[src/rtl/seq_divider_32_pkg.sv]
// Shared definitions for the sequential restoring divider.
// Latency: n/a (types and constants only).
// Backpressure: n/a.
package seq_divider_32_pkg;

  localparam int DIV_WIDTH = 32;

  // Quotient reported when the divisor is zero.
  localparam logic [DIV_WIDTH-1:0] DBZ_QUOTIENT = '1;

  typedef enum logic [1:0] {
    ST_IDLE = 2'd0,
    ST_RUN  = 2'd1,
    ST_DONE = 2'd2
  } div_state_t;

endpackage

[src/rtl/seq_divider_32_step.sv]
// One restoring division iteration: shift {R,Q} left, trial-subtract divisor, restore on borrow.
// Latency: purely combinational.
// Backpressure: none.
module div_step_32
  import seq_divider_32_pkg::*;
#(
  parameter int WIDTH = DIV_WIDTH
) (
  input  logic [WIDTH-1:0] r_in,
  input  logic [WIDTH-1:0] q_in,
  input  logic [WIDTH-1:0] divisor,
  output logic [WIDTH-1:0] r_out,
  output logic [WIDTH-1:0] q_out
);

  logic [WIDTH:0]   r_sh;
  logic [WIDTH+1:0] diff;
  logic             borrow;
  logic             unused_diff_hi;

  // Shifted partial remainder is WIDTH+1 bits; the subtract carries one extra bit as borrow-out.
  always_comb begin
    r_sh   = {r_in, q_in[WIDTH-1]};
    diff   = {1'b0, r_sh} - {2'b00, divisor};
    borrow = diff[WIDTH+1];
    q_out  = {q_in[WIDTH-2:0], ~borrow};
    // When no borrow the true difference is below the divisor, so it fits in WIDTH bits.
    r_out  = borrow ? r_sh[WIDTH-1:0] : diff[WIDTH-1:0];
  end

  // Bit WIDTH of the difference is always zero when it is selected.
  assign unused_diff_hi = diff[WIDTH];

endmodule

[src/rtl/seq_divider_32.sv]
// Sequential 32-bit unsigned restoring divider, one quotient bit per clock.
// Latency: done pulses 33 cycles after the start cycle (1 cycle after it for divide-by-zero).
// Backpressure: start is only taken in IDLE or DONE; it is ignored while busy.
module seq_divider_32
  import seq_divider_32_pkg::*;
#(
  parameter int WIDTH = DIV_WIDTH,
  parameter int CNT_W = 6
) (
  input  logic             clk,
  input  logic             rst_n,
  input  logic             start,
  input  logic [WIDTH-1:0] dividend,
  input  logic [WIDTH-1:0] divisor,
  output logic             busy,
  output logic             done,
  output logic             div_by_zero,
  output logic [WIDTH-1:0] quotient,
  output logic [WIDTH-1:0] remainder
);

  div_state_t       state, state_nxt;
  logic             accept;
  logic             last_step;
  logic [CNT_W-1:0] cnt;
  logic [WIDTH-1:0] r_wk, q_wk, d_wk;
  logic [WIDTH-1:0] r_step, q_step;

  div_step_32 #(.WIDTH(WIDTH)) u_step (
    .r_in    (r_wk),
    .q_in    (q_wk),
    .divisor (d_wk),
    .r_out   (r_step),
    .q_out   (q_step)
  );

  assign last_step = (cnt == CNT_W'(1));
  assign busy      = (state == ST_RUN);
  assign done      = (state == ST_DONE);

  // State register.
  always_ff @(posedge clk or negedge rst_n) begin
    if (!rst_n) state <= ST_IDLE;
    else        state <= state_nxt;
  end

  // Next-state logic; DONE behaves like IDLE for start so operations can run back to back.
  always_comb begin
    state_nxt = state;
    accept    = 1'b0;
    case (state)
      ST_IDLE, ST_DONE: begin
        state_nxt = ST_IDLE;
        if (start) begin
          accept    = 1'b1;
          state_nxt = (divisor == '0) ? ST_DONE : ST_RUN;
        end
      end
      ST_RUN: begin
        if (last_step) state_nxt = ST_DONE;
      end
      default: state_nxt = ST_IDLE;
    endcase
  end

  // Working registers iterate during RUN; visible results are only written on entry to DONE.
  always_ff @(posedge clk or negedge rst_n) begin
    if (!rst_n) begin
      cnt         <= '0;
      r_wk        <= '0;
      q_wk        <= '0;
      d_wk        <= '0;
      quotient    <= '0;
      remainder   <= '0;
      div_by_zero <= 1'b0;
    end else if (accept) begin
      if (divisor == '0) begin
        quotient    <= {WIDTH{1'b1}};
        remainder   <= dividend;
        div_by_zero <= 1'b1;
      end else begin
        q_wk        <= dividend;
        r_wk        <= '0;
        d_wk        <= divisor;
        cnt         <= CNT_W'(WIDTH);
        div_by_zero <= 1'b0;
      end
    end else if (state == ST_RUN) begin
      q_wk <= q_step;
      r_wk <= r_step;
      cnt  <= cnt - CNT_W'(1);
      if (last_step) begin
        quotient  <= q_step;
        remainder <= r_step;
      end
    end
  end

endmodule

[config.mk]
export PLATFORM = sky130hd
export DESIGN_NAME = seq_divider_32
export DESIGN_NICKNAME = d
export VERILOG_FILES = /design/src/rtl/seq_divider_32_pkg.sv /design/src/rtl/seq_divider_32_step.sv /design/src/rtl/seq_divider_32.sv
export SDC_FILE = /design/constraint.sdc
export NUM_CORES = 1
export LEC_CHECK = 0
export CORE_ASPECT_RATIO = 0.75
export CORE_MARGIN = 2
export CORE_UTILIZATION = 55
export CTS_BUF_LIST = sky130_fd_sc_hd__clkbuf_8 sky130_fd_sc_hd__clkbuf_16
export DETAILED_ROUTE_END_ITERATION = 8
export PLACE_DENSITY = 0.81
export SLEW_MARGIN = 20
export SYNTH_ARGS = -nofsm -noshare
export SYNTH_HDL_FRONTEND = slang
export SYNTH_SLANG_ARGS = --single-unit
[constraint.sdc]
create_clock -name clk -period 3.04 [get_ports clk]
set_clock_uncertainty 0.1 [all_clocks]
set_input_delay 0.608 -clock clk [delete_from_list [all_inputs] [get_ports clk]]
set_output_delay 0.608 -clock clk [all_outputs]
set_load 0.02 [all_outputs]
==> reports/metrics.cfg <==
[global_route]
track_usage_pct = 31.0
grt_max_degree = 69
grt_overflow = 0
grt_pass1_vias = 7954
antenna_found_initial = 0
grt_pass1_wl_microns = 41100

[floorplanning]
start_util_pct = 55.8
die_y_microns = 114
core_area_sq_um = 15900
dieArea_sq_um = 17100
io_pins = 134
rows = 40
die_x_microns = 151

[drt]
ant_nets = 0
finalWirelength_microns = 26000
vias = 8189
viasPerCell = 6.22
drtPass1Iterations = 6
wl_per_cell_microns = 19.8
drc = 0
drt_iter0_markers = 928

[logic_synthesis]
ys.warnings.count = 0
syn_avg_cell_area_sq_um = 9.44
syn_area_sq_um = 8850
synth.top_cell.area_share_pct = 47.8
synth_edf_count = 0
synth_largest_area_cell = dfrtp_1
ys_seq_area_share_pct = 47.8
yosysMostFrequentCell = dfrtp_1
async_flop_share_pct = 100
ys_seq_elements = 169
synthFlopType = dfrtp_1
syn_nets = 1040
synthTopCellsByCount = dfrtp_1, nand2_1, nor2_1
syn_inst = 938
ys_types = 56
synth_area_leaders = dfrtp_1, nand2_1, ha_1

[outcome]
violations = negative setup slack
outcome = finished with violations

[clock_tree]
root_buffer = clkbuf_16
clockBufferDepth = 2
path_clk_slew_ns = 0.06
cts_tree = done
cts_made_buffers = 17
clock-sinks = 169
hold_buffers = 0
clkLatencyLatePin_ns = 0.44
h-tree-depth = 4

[setup_path]
cp-start-kind = register
r2r_slack_ns = -0.06
endpoint_kind = register
crit_type = register to register
cp_max_fo = 3
cp_data_arrival_time_ns = 3.35
reg2regPathDepth = 14
timing.rr.end = remainder[24]$_DFFE_PN0P_
cp.required_ns = 3.29
r2r-start = q_wk[31]$_DFFE_PN0P_

[finish]
fin_util_pct = 73.2
diodes = 0
nets = 1197
area_growth_pct = 31.2
drive_gt1_share_pct = 14.7
fin_area_sq_um = 11600

[sta]
max_freq_mhz = 323
finalMaxSlewViolations = 0
slew_headroom_pct = 57.5
setup_viol = 2
finalHoldViolations = 0
worst_pin_slew_ns = 0.632
setup_ws_ns = -0.0588
min_period_ns = 3.10
rsz0062_at_grt = yes
period_share_pct = 102

[place]
placed_cell_area_sq_um = 10800
gp_congestion = 1.03
numPortBuffers = 133
dp_hpwl_microns = 18400

[min_path]
hold_class = input port to async pin

[flow_run]
max_cap_viol_count = 0

[final cells by class]
type                    instances  area [sq um]
fillers                      1087          4250
clock inverters                12           174
inverters                      40           150
well taps                     210           263
multi-input cells             677          4480
repair buffers                190          1860
flip-flops and latches        169          4230
clock buffers                  19           453
[placed cells by master (no fill, tap or decap), types with 14 or more instances in the layout]
| master | netlist | routed |
|---|---|---|
| nand3_1 | 14 | 14 |
| nor2_1 | 107 | 107 |
| a31oi_1 | 60 | 59 |
| ha_1 | 34 | 26 |
| mux2_2 | 33 | 33 |
| a41oi_1 | 21 | 16 |
| dfrtp_1 | 169 | 168 |
| clkdlybuf4s50_1 | 0 | 132 |
| buf_4 | 1 | 48 |
| nand2_1 | 140 | 139 |
| clkbuf_16 | 0 | 17 |
| xnor2_1 | 14 | 14 |
| o22a_1 | 35 | 35 |
| o21ai_0 | 28 | 21 |
| inv_1 | 40 | 41 |
| xor2_1 | 14 | 14 |
| a21oi_1 | 37 | 35 |
[metal layers]
metal	vias up	wire [microns]	track usage, %
met1	4009	10800	42.1
li1	3679	-	-
met2	415	12300	49.5
met3	86	2020	5.96
met4	0	874	12.4
met5	-	0	0
[state kept, by name (all words and copies together), names as in the netlist]
name and count:
d_wk 32, q_wk 32, quotient 32, r_wk 32
remainder 32, cnt 6, state 2, div_by_zero 1
[cell families (layout without fill, tap and decap cells)]
family	count (synthesis)	in the layout	share of synthesized area [%]
buffers and inverters	92	261	4.17
AO/OA/AOI/OAI	249	249	19.6
AND/OR/NAND/NOR	331	331	16.3
flip-flops	169	169	47.8
adder cells (fa/ha/maj)	35	35	5.03
XOR/XNOR	28	28	2.77
multiplexers	34	34	4.31
[what timing repair did]
item | in CTS | in global routing
pin swaps | 2 | 16
buffers inserted | 0 | 3
setup endpoints to repair | 3 | 49
gates resized for setup | 2 | 39
[how the worst max path moves through the flow]
stage | endpoint | start | slack [ns] | depth (start not counted)
after CTS | r_wk[31]$_DFFE_PN0P_ | r_wk[11]$_DFFE_PN0P_ | 0.04 | 9
after global routing | r_wk[24]$_DFFE_PN0P_ | q_wk[31]$_DFFE_PN0P_ | -0.12 | 14
after global placement | q_wk[31]$_DFFE_PN0P_ | divisor[20] | -0.23 | 9
after detailed placement | q_wk[31]$_DFFE_PN0P_ | divisor[17] | -0.18 | 9
after floorplan | r_wk[26]$_DFFE_PN0P_ | q_wk[31]$_DFFE_PN0P_ | 0.31 | 12
final | remainder[24]$_DFFE_PN0P_ | q_wk[31]$_DFFE_PN0P_ | -0.06 | 14
[metrics by stage]
step | hold WS [ns] | std cells | TNS (ns) | setup slack (ns)
finish | 0.0564 | 1317 | -0.0767 | -0.0588
global route | 0.112 | 1317 | -0.792 | -0.119
CTS | 0.0855 | 1314 | 0 | 0.0423
detailed placement | 0.380 | 1283 | -0.224 | -0.176
global placement | 0.373 | 1283 | -0.234 | -0.234
floorplan | 0.212 | 938 | 0 | 0.312
[critical path: stages, from the launching register on]
cell,delay [ns]
dfrtp_1,0.41
inv_1,0.08
ha_2,0.20
inv_2,0.05
fa_2,0.39
a211oi_2,0.27
o211ai_1,0.13
buf_4,0.18
a211oi_2,0.18
buf_4,0.14
o21ai_1,0.13
a41oi_2,0.27
xnor2_1,0.17
nand2_1,0.10
a41oi_1,0.21
Power is not shown: default switching activity piles up to over one toggle a cycle in this logic, so the estimate is an artifact.
==> edit: new RTL, same flow settings <==
Register the input `divisor` before use. The logic sees it one clock later. The other inputs are not delayed to match.
--- a/src/rtl/seq_divider_32.sv
+++ b/src/rtl/seq_divider_32.sv
@@ -18,6 +18,12 @@
   output logic [WIDTH-1:0] quotient,
   output logic [WIDTH-1:0] remainder
 );
+
+  logic [WIDTH-1:0] divisor_q;
+
+  always_ff @(posedge clk) begin
+    divisor_q <= divisor;
+  end
 
   div_state_t       state, state_nxt;
   logic             accept;
@@ -53,7 +59,7 @@
         state_nxt = ST_IDLE;
         if (start) begin
           accept    = 1'b1;
-          state_nxt = (divisor == '0) ? ST_DONE : ST_RUN;
+          state_nxt = (divisor_q == '0) ? ST_DONE : ST_RUN;
         end
       end
       ST_RUN: begin
@@ -74,14 +80,14 @@
       remainder   <= '0;
       div_by_zero <= 1'b0;
     end else if (accept) begin
-      if (divisor == '0) begin
+      if (divisor_q == '0) begin
         quotient    <= {WIDTH{1'b1}};
         remainder   <= dividend;
         div_by_zero <= 1'b1;
       end else begin
         q_wk        <= dividend;
         r_wk        <= '0;
-        d_wk        <= divisor;
+        d_wk        <= divisor_q;
         cnt         <= CNT_W'(WIDTH);
         div_by_zero <= 1'b0;
       end
Check against the original RTL: not equivalent (a bounded check fails within 4 cycles, from zero or initial values and one cycle with rst_n low).
==> edit against the original RTL <==
The flow finishes with violations (negative hold slack, negative setup slack); routed wire length is 13% higher; sequential cell count is 32 higher; design area is 10% higher; synthesized area is 7.2% higher; worst setup slack worse by 0.50 ns; highest routed layer unchanged; synthesized cell count is 7.6% higher; largest cell class is now flip-flops and latches; die area is 7.0% higher; utilization is 2.7 points higher.
==> edit: results (changes against the original RTL) <==
first-pass GRT wire length=44900 um (+9.0%); pre-CTS WS=-0.452 ns (-0.275 ns); sequential area share after synthesis=51.3% (+3.5 points); Slew @ Worst Pin=0.744 ns (+0.111 ns); asr flop ratio synth=84.1% (-16 points); DR iter-0 viols=894 (-3.7%); top cells by area, synth=dfrtp_1 45%, nand2_1 7.0%, dfxtp_1 6.7%; DP HPWL=19600 um (+6.5%); Syn Nets=1111 (+6.8%); Layout Nets=1315 (+9.9%); largest net degree at the start of global routing=65 (-5.8%); setup ws final=-0.558 ns (-0.499 ns); H-tree depth=1 (-3); minimum hold slack=-0.0189 ns (-0.0753 ns); synth unique cells=60 (+7.1%); critical-path maximum fanout=2 (-1); Clock Latency Late Sink=0.50 ns (+0.06 ns); vias in the first global route=8318 (+4.6%); CTS max path bufs=3 (+1); GRT Total Usage=30.9% (-0.079 points); failing checks=negative hold slack, negative setup slack; CP peak stage delay=0.43 ns (+0.02 ns); outcome=finished with violations; Post-synth top cells=177 x nand2_1, 169 x dfrtp_1, 88 x nor2_1; final-report hold violation count=3 (+3); # setup viols final=26 (+24); DR vias=8749 (+6.8%); slowest CP cell=or4_4; routability congestion estimate=0.970 (-6.3%); crit path DAT=3.92 ns (+0.57 ns); Syn. warnings=0 (unchanged); WL per Instance=20.4 um (+3.1%)
==> edit: cell count changes in the layout (fill, tap and decap cells not counted), moves of 10 or more <==
cell	before	now
o21ai_0	21	75
buf_4	48	90
nand2_1	139	173
o22a_1	35	1
dfxtp_1	0	32
nor2_1	107	81
a31oi_1	59	35
nor3_1	8	25
a41oi_1	16	1
mux2i_1	1	11
==> edit: timing repair <==
item,4_1_cts,5_1_grt
hold endpoints to repair,0,0
endpoints found under the setup margin,51,65
setup buffers,14,12
gates resized for setup,35,61
gates cloned,2,0
pin swaps,24,37
==> edit: worst reg2reg max path: stages, from the launching register on <==
cell and delay (ns):
dfrtp_1 0.39, inv_1 0.08, ha_2 0.19, inv_2 0.04
fa_2 0.36, a21o_1 0.18, a221o_2 0.37, a221o_1 0.40
a211oi_4 0.33, nor2_2 0.07, or4_4 0.43, and3_4 0.18
o31a_1 0.27, o21ai_1 0.14
==> edit: cell type report <==
class	instances	area (um^2)
clock buffers	23	553
clock inverters	12	81.3
fillers	1106	4070
inverters	41	154
multi-input cells	713	4660
flip-flops and latches	201	4870
well taps	215	269
repair buffers	235	2220
==> edit: cells by family after synthesis <==
kind of cell | Yosys count | share of synthesized area [%]
xor gates and xnor gates | 29 | 2.68
muxes | 51 | 5.89
buffers and inverters | 95 | 3.82
and+or+nand+nor | 352 | 15.8
DFF | 201 | 51.3
AOI/OAI and AO/OA | 246 | 15.8
adders and majority gates | 35 | 4.69
==> edit: layer usage <==
layer / vias up / track usage [%] / wire length [um]
met5: - / 0 / 0
met4: 0 / 9.17 / 967
met3: 81 / 7.77 / 3110
met2: 492 / 47.3 / 13400
met1: 4267 / 43.8 / 11900
li1: 3909 / - / -
==> edit: final timing paths <==
path | slack, ns | startpoint | cells after the start | endpoint
setup / recovery | -0.56 | q_wk[31] | 13 | r_wk[30]
hold / removal | -0.02 | rst_n | 1 | d_wk[5]
setup reg to reg | -0.56 | q_wk[31] | 13 | r_wk[30]
hold reg to reg | 0.39 | divisor_q[28] | 1 | d_wk[28]
max in group asynchronous | 2.03 | rst_n | 2 | r_wk[14]
min in group clk | 0.39 | divisor_q[28] | 1 | d_wk[28]
==> edit: stage by stage <==
stage          cell area (um^2)  total power, mW  hold slack, ns  TNS [ns]  std cells
6_report                  12800             19.2         -0.0189     -6.32       1440
5_1_grt                   12800             20.3          0.0189     -9.14       1440
4_1_cts                   12500             17.9          0.0315     -4.04       1433
3_5_place_dp              11600             14.6           0.378     -6.85       1387
3_3_place_gp              11600             14.3           0.367     -3.98       1387
2_1_floorplan              9500             10.8           0.212    -0.605       1009
==> edit: power breakdown <==
group | switching [mW] | total [mW] | internal [mW]
logic | 6.19 | 11.9 | 5.74
registers | 0.929 | 4.80 | 3.87
clock network | 1.05 | 2.43 | 1.39
total | 8.17 | 19.2 | 11.0
